--- src/rtl/hazard_ctrl.sv ---
// rtl/hazard_ctrl.sv - MIPS 5-stage hazard, branch/jump and forwarding control (optional HAZ_PERF_CNT_EN counters)
module hazard_ctrl #(
    parameter int CNT_W = 32
) (
    input  logic             clk,
    input  logic             rst,
    input  logic [4:0]       ID_Rs,
    input  logic [4:0]       ID_Rt,
    input  logic             ID_UsesRs,
    input  logic             ID_UsesRt,
    input  logic             ID_IsBranch,
    input  logic             ID_BranchNe,
    input  logic             ID_IsJump,
    input  logic             equalR,
    input  logic [4:0]       ID_EX_Rs,
    input  logic [4:0]       ID_EX_Rt,
    input  logic [4:0]       ID_EX_Dest,
    input  logic             ID_EX_MemRead,
    input  logic             ID_EX_RegWrite,
    input  logic [4:0]       EX_MEM_Rd,
    input  logic             EX_MEM_RegWrite,
    input  logic [4:0]       MEM_WB_Rd,
    input  logic             MEM_WB_RegWrite,
    output logic             PCWrite,
    output logic             IF_ID_Write,
    output logic             ID_Bubble,
    output logic             IF_Flush,
    output logic             PCSrc,
    output logic             InstSrc,
    output logic [1:0]       ForwardA,
    output logic [1:0]       ForwardB,
    output logic [CNT_W-1:0] stall_cycles,
    output logic [CNT_W-1:0] flush_count
);

    typedef enum logic {RUN, STALL} state_t;

    state_t     state_q, state_d;
    logic [2:0] cnt_q, cnt_d;
    logic       idex_hit, exmem_hit, memwb_hit, load_use, br_taken;
    logic [2:0] branch_n, hazard_n;

    function automatic logic prod_hit(input logic rw, input logic [4:0] dst,
                                      input logic [4:0] src, input logic use_src);
        return rw && (dst != 5'd0) && use_src && (dst == src);
    endfunction

    function automatic logic [1:0] fwd_sel(input logic [4:0] src);
        if (prod_hit(EX_MEM_RegWrite, EX_MEM_Rd, src, 1'b1))
            return 2'b01;
        else if (prod_hit(MEM_WB_RegWrite, MEM_WB_Rd, src, 1'b1))
            return 2'b10;
        else
            return 2'b00;
    endfunction

    assign ForwardA = fwd_sel(ID_EX_Rs);
    assign ForwardB = fwd_sel(ID_EX_Rt);

    assign idex_hit  = prod_hit(ID_EX_RegWrite, ID_EX_Dest, ID_Rs, ID_UsesRs) ||
                       prod_hit(ID_EX_RegWrite, ID_EX_Dest, ID_Rt, ID_UsesRt);
    assign exmem_hit = prod_hit(EX_MEM_RegWrite, EX_MEM_Rd, ID_Rs, ID_UsesRs) ||
                       prod_hit(EX_MEM_RegWrite, EX_MEM_Rd, ID_Rt, ID_UsesRt);
    assign memwb_hit = prod_hit(MEM_WB_RegWrite, MEM_WB_Rd, ID_Rs, ID_UsesRs) ||
                       prod_hit(MEM_WB_RegWrite, MEM_WB_Rd, ID_Rt, ID_UsesRt);

    // Youngest matching stage sets the stall length: the branch must wait for the regfile write.
    assign branch_n = idex_hit  ? 3'd3 :
                      exmem_hit ? 3'd2 :
                      memwb_hit ? 3'd1 : 3'd0;
    assign load_use = !ID_IsBranch && ID_EX_MemRead && idex_hit;
    assign hazard_n = ID_IsBranch ? branch_n : (load_use ? 3'd1 : 3'd0);
    assign br_taken = ID_IsBranch && (ID_BranchNe ? !equalR : equalR);

    always_ff @(posedge clk) begin
        if (rst) begin
            state_q <= RUN;
            cnt_q   <= 3'd0;
        end else begin
            state_q <= state_d;
            cnt_q   <= cnt_d;
        end
    end

    // The detection cycle is the first stall cycle, so STALL covers the remaining N-1.
    always_comb begin
        state_d     = state_q;
        cnt_d       = cnt_q;
        PCWrite     = 1'b1;
        IF_ID_Write = 1'b1;
        ID_Bubble   = 1'b0;
        IF_Flush    = 1'b0;
        PCSrc       = 1'b0;
        InstSrc     = 1'b0;
        case (state_q)
            RUN: begin
                if (hazard_n != 3'd0) begin
                    PCWrite     = 1'b0;
                    IF_ID_Write = 1'b0;
                    ID_Bubble   = 1'b1;
                    cnt_d       = hazard_n - 3'd1;
                    state_d     = (hazard_n > 3'd1) ? STALL : RUN;
                end else if (ID_IsBranch) begin
                    PCSrc    = br_taken;
                    IF_Flush = br_taken;
                end else if (ID_IsJump) begin
                    InstSrc = 1'b1;
                end
            end
            STALL: begin
                PCWrite     = 1'b0;
                IF_ID_Write = 1'b0;
                ID_Bubble   = 1'b1;
                if (cnt_q <= 3'd1) begin
                    cnt_d   = 3'd0;
                    state_d = RUN;
                end else begin
                    cnt_d = cnt_q - 3'd1;
                end
            end
            default: begin
                state_d = RUN;
                cnt_d   = 3'd0;
            end
        endcase
    end

`ifdef HAZ_PERF_CNT_EN
    logic [CNT_W-1:0] stall_q, flush_q;

    always_ff @(posedge clk) begin
        if (rst) begin
            stall_q <= '0;
            flush_q <= '0;
        end else begin
            if (ID_Bubble) stall_q <= stall_q + 1'b1;
            if (IF_Flush)  flush_q <= flush_q + 1'b1;
        end
    end

    assign stall_cycles = stall_q;
    assign flush_count  = flush_q;
`else
    assign stall_cycles = '0;
    assign flush_count  = '0;
`endif

endmodule

--- config.mk ---
export PLATFORM = sky130hd
export DESIGN_NAME = hazard_ctrl
export DESIGN_NICKNAME = d
export VERILOG_FILES = /design/src/rtl/hazard_ctrl.sv
export SDC_FILE = /design/constraint.sdc
export NUM_CORES = 1
export LEC_CHECK = 0
export ABC_AREA = 1
export ABC_CLOCK_PERIOD_IN_PS = 4100
export CAP_MARGIN = 20
export CORE_MARGIN = 5
export CORE_UTILIZATION = 28
export DETAILED_ROUTE_END_ITERATION = 16
export PLACE_DENSITY = 0.68
export SLEW_MARGIN = 20
export SYNTH_ARGS = -nofsm -noshare
export SYNTH_HDL_FRONTEND = slang
export SYNTH_SLANG_ARGS = --single-unit
--- constraint.sdc ---
create_clock -name clk -period 4.1 [get_ports clk]
set_clock_uncertainty 0.1 [all_clocks]
set_input_delay 0.615 -clock clk [delete_from_list [all_inputs] [get_ports clk]]
set_output_delay 0.615 -clock clk [all_outputs]
set_load 0.005 [all_outputs]
==> results of run 1 <==
-- timing repair --
action / CTS / global route
hold buffers: 0 / 0
buffers inserted: 0 / 0
gates resized for setup: 0 / 1
setup endpoints to repair: 0 / 2
-- per-layer routing --
layer,vias to the layer above,global-route usage [%]
li1,831,-
met1,649,13.2
met2,57,19.3
met3,7,2.00
met4,0,3.26
met5,-,0
-- through the flow --
stage	setup slack [ps]	cell area [um^2]	cells
after global routing	36.6	2040	402
after global placement	325	1990	399
after CTS	247	2030	402
final	331	2040	402
after floorplan	1320	1880	342
after detailed placement	245	1990	399
-- Yosys cell counts --
cell                       number
sky130_fd_sc_hd__nand4_1        1
sky130_fd_sc_hd__nor2_1        30
sky130_fd_sc_hd__nor4_1         2
sky130_fd_sc_hd__nor3_1         6
sky130_fd_sc_hd__and2_1         1
sky130_fd_sc_hd__ha_1           4
sky130_fd_sc_hd__o21ai_0       14
sky130_fd_sc_hd__buf_4         69
sky130_fd_sc_hd__conb_1         1
sky130_fd_sc_hd__a21oi_2        2
sky130_fd_sc_hd__buf_2          1
sky130_fd_sc_hd__a211oi_1       1
sky130_fd_sc_hd__nand2_1       60
sky130_fd_sc_hd__buf_6          1
sky130_fd_sc_hd__inv_2          3
sky130_fd_sc_hd__nand3_1       14
sky130_fd_sc_hd__o21ai_2        1
sky130_fd_sc_hd__dfxtp_1        4
sky130_fd_sc_hd__a21oi_1        3
sky130_fd_sc_hd__o21bai_1       1
sky130_fd_sc_hd__inv_1         30
sky130_fd_sc_hd__o21ai_1        1
sky130_fd_sc_hd__xnor2_1       11
sky130_fd_sc_hd__or2_2          1
sky130_fd_sc_hd__a221oi_1       1
sky130_fd_sc_hd__nand3_2        1
sky130_fd_sc_hd__xor2_1        15
-- worst register-to-register path, delay by kind of cell, from the launching register on --
family / cells / cell delay [ps]
flip-flops: 1 / 290
buffers and inverters: 1 / 70
adder cells (fa/ha/maj): 1 / 180
AO/OA/AOI/OAI: 2 / 350
AND/OR/NAND/NOR: 3 / 330
-- report_power, final --
group          total (mW)  internal, mW  switching (mW)
clock              0.0817        0.0625          0.0192
combinational       0.172        0.0828          0.0889
sequential         0.0432        0.0417         0.00152
-- layout make-up --
| type | count | area share, % |
|---|---|---|
| sequential | 4 | 3.93 |
| tap | 72 | 4.42 |
| inverter | 33 | 6.08 |
| clock buffer | 3 | 2.03 |
| timing repair buffer | 56 | 27.5 |
| multi-input combinational | 234 | 56.0 |
-- flip-flops by register name, summed over array words and instances, names as in the netlist --
register	cells
cnt_q	3
state_q	1
-- worst min path at each step --
stage               slack, ps     start  depth (start not counted)       end
finish                    420  cnt_q[2]                          2  cnt_q[2]
global route              460  cnt_q[1]                          2  cnt_q[1]
CTS                       430  cnt_q[2]                          2  cnt_q[2]
detailed placement        430  cnt_q[2]                          2  cnt_q[2]
global placement          410  cnt_q[2]                          2  cnt_q[2]
floorplan                 390  cnt_q[2]                          2  cnt_q[2]
-- cells by family (layout without fill, tap and decap cells) --
group           count (synthesis)  in the layout  synth area share (%)
other cells                     1             64                 0.229
simple gates                  116            116                  29.2
buf+inv                       104             92                  40.2
flops                           4              4                  4.89
xor+xnor                       26             26                  13.9
compound gates                 24             24                  8.55
fa+ha+maj                       4              4                  3.05
==> run metrics, run 1 <==
run status=finished, final reports clean; Starting Density=around 29%; post-synth design cell area=about 1600 um^2; Mean Syn Cell Area=between 5 and 6 um^2; routed length on met2=~2300 um; reg-to-reg endpoint=cnt_q[1]; Distinct cells, synth=27; CP Capture Point=IF_Flush; total vias in the final route=1544; gpl congestion=around 0.87; number of buffer and inverter instances along the worst setup path=3; leakage power=about 1 nW; Largest stage delay, worst path=620 ps; average wire per cell in the routed design=10.7 um; count of nets left with antenna violations after detail routing=0; synth warn=0; number of cells traversed by the worst register-to-register path=7; sequence of cells on the critical path=clkdlybuf4s50_1 > inv_1 > nand2_1 > nand2_1 > nor2_1 > nand3_1 > nand2_1 > nand2_1 > nand2_1 > and2_1 > ha_1 > nand2_1 > nor3_2 > clkdlybuf4s50_1; Die Wd=slightly below 90 um; required time at the endpoint of the critical path=between 3000 and 4000 ps; PD cells=roughly 150 nW/um^2; Global Route Usage Sum=a little over a tenth; final hold slack=424 ps; violation count after the first detailed-route iteration=45; met3 routed WL=around 250 um; Highest Clock Rate=approximately 270 MHz; DIE HEIGHT=between 80 and 90 um; site row count=27; number of violations of the max-capacitance limit=0; launch instance of the worst register-to-register path=cnt_q[1]; number of buffers on the longest clock path=2; GRT Residual Overflow=0; Max H-tree Level=1; multi-input logic area=approximately 1100 um^2; fill cell count=610; top post-synthesis cells by area=sky130_fd_sc_hd__buf_4 32%, sky130_fd_sc_hd__nand2_1 14%, sky130_fd_sc_hd__xor2_1 8.0%; most used cells in the layout excluding fill and tap cells=64 x sky130_fd_sc_hd__conb_1, 60 x sky130_fd_sc_hd__nand2_1, 56 x sky130_fd_sc_hd__clkdlybuf4s50_1, 30 x sky130_fd_sc_hd__inv_1, 30 x sky130_fd_sc_hd__nor2_1; TritonCTS clock tree=yes; Met1 Routed Length=roughly 1700 um; wire length of the first global-routing pass=~6700 um; critical path depth=14; most frequent standard cell in the layout excluding fill and tap cells=sky130_fd_sc_hd__conb_1; P&R area growth vs syn=24.4%; area of the core=5610 um^2; Antenna Diode Count=0; hold violation total from the final report=0; number of DRC violations after detailed routing=0; clock slew at the register clock pins of the worst setup and hold paths=about 30 ps; unrepaired setup endpoints after global routing=no; sequential share of the synthesized area=under 10%; Crit Path Max Fanout=6; count of input and output buffers=56; kind of end point of the critical path=primary output; CP max-delay cell=sky130_fd_sc_hd__clkdlybuf4s50_1; synthesis-stage register bit count=4; number of nets in the layout=around 380; class of the tightest hold or removal check=register to register; crit path time final=approximately 3800 ps; clock network latency to the later pin of the worst-skew pair=between 200 and 250 ps; total power=297 uW; Detail Placement HPWL=just under 4000 um; gate family responsible for the most delay along the worst path=buffers and inverters; Slew Limit Fails=0; register area=80.1 um^2; startpoint-to-endpoint class of the critical path=input pin to primary output; fin crit share=between 90 and 100%; Cells after Synth=around 280; antenna violations before repair=0; maximum vdd drop=0.0600 mV; maximum number of pins on one net before global-route repair=7; Total Routed Length=between 4000 and 5000 um; number of buffers added by the clock tree synthesis step=3; register-to-register setup slack=2670 ps; clock tree root driver cell=sky130_fd_sc_hd__clkbuf_8; ratio of routed vias to standard cells=about 3.8; Critical Path AT=a little over 3000 ps; final setup TNS=0 ps; dominant cell type by count on the critical path=sky130_fd_sc_hd__nand2_1; dominant cell type by area after synthesis=sky130_fd_sc_hd__buf_4; number of global-route vias before repair=about 1500; share of final-layout standard cells stronger than drive strength 1=3.64%; iteration count of the initial detailed-routing pass=4; number of ports placed on the die boundary=about 120; Post-Route Utilization=a little over a third; highest metal layer with signal wires=met4; Startpoint Class=input pin; final count of negative-setup-slack endpoints=0; Die Outline Area=7480 um^2; top-area cell type share of the netlist area=a little under a third; launching element of the worst setup path=EX_MEM_Rd[4]; number of clock sinks seen by CTS=4
Power figures use the tool's default switching activity.
==> run 2: changes to the inputs <==
- CTS_CLUSTER_SIZE: default -> 30
- GPL_ROUTABILITY_DRIVEN: default -> 0
==> results of run 2 <==
Final layout, timing and power as in run 1 (identical DEF).
==> run 3: changes to the inputs <==
- CTS_CLUSTER_SIZE: 30 -> 10
==> results of run 3 <==
Final layout, timing and power as in run 1 (identical DEF).
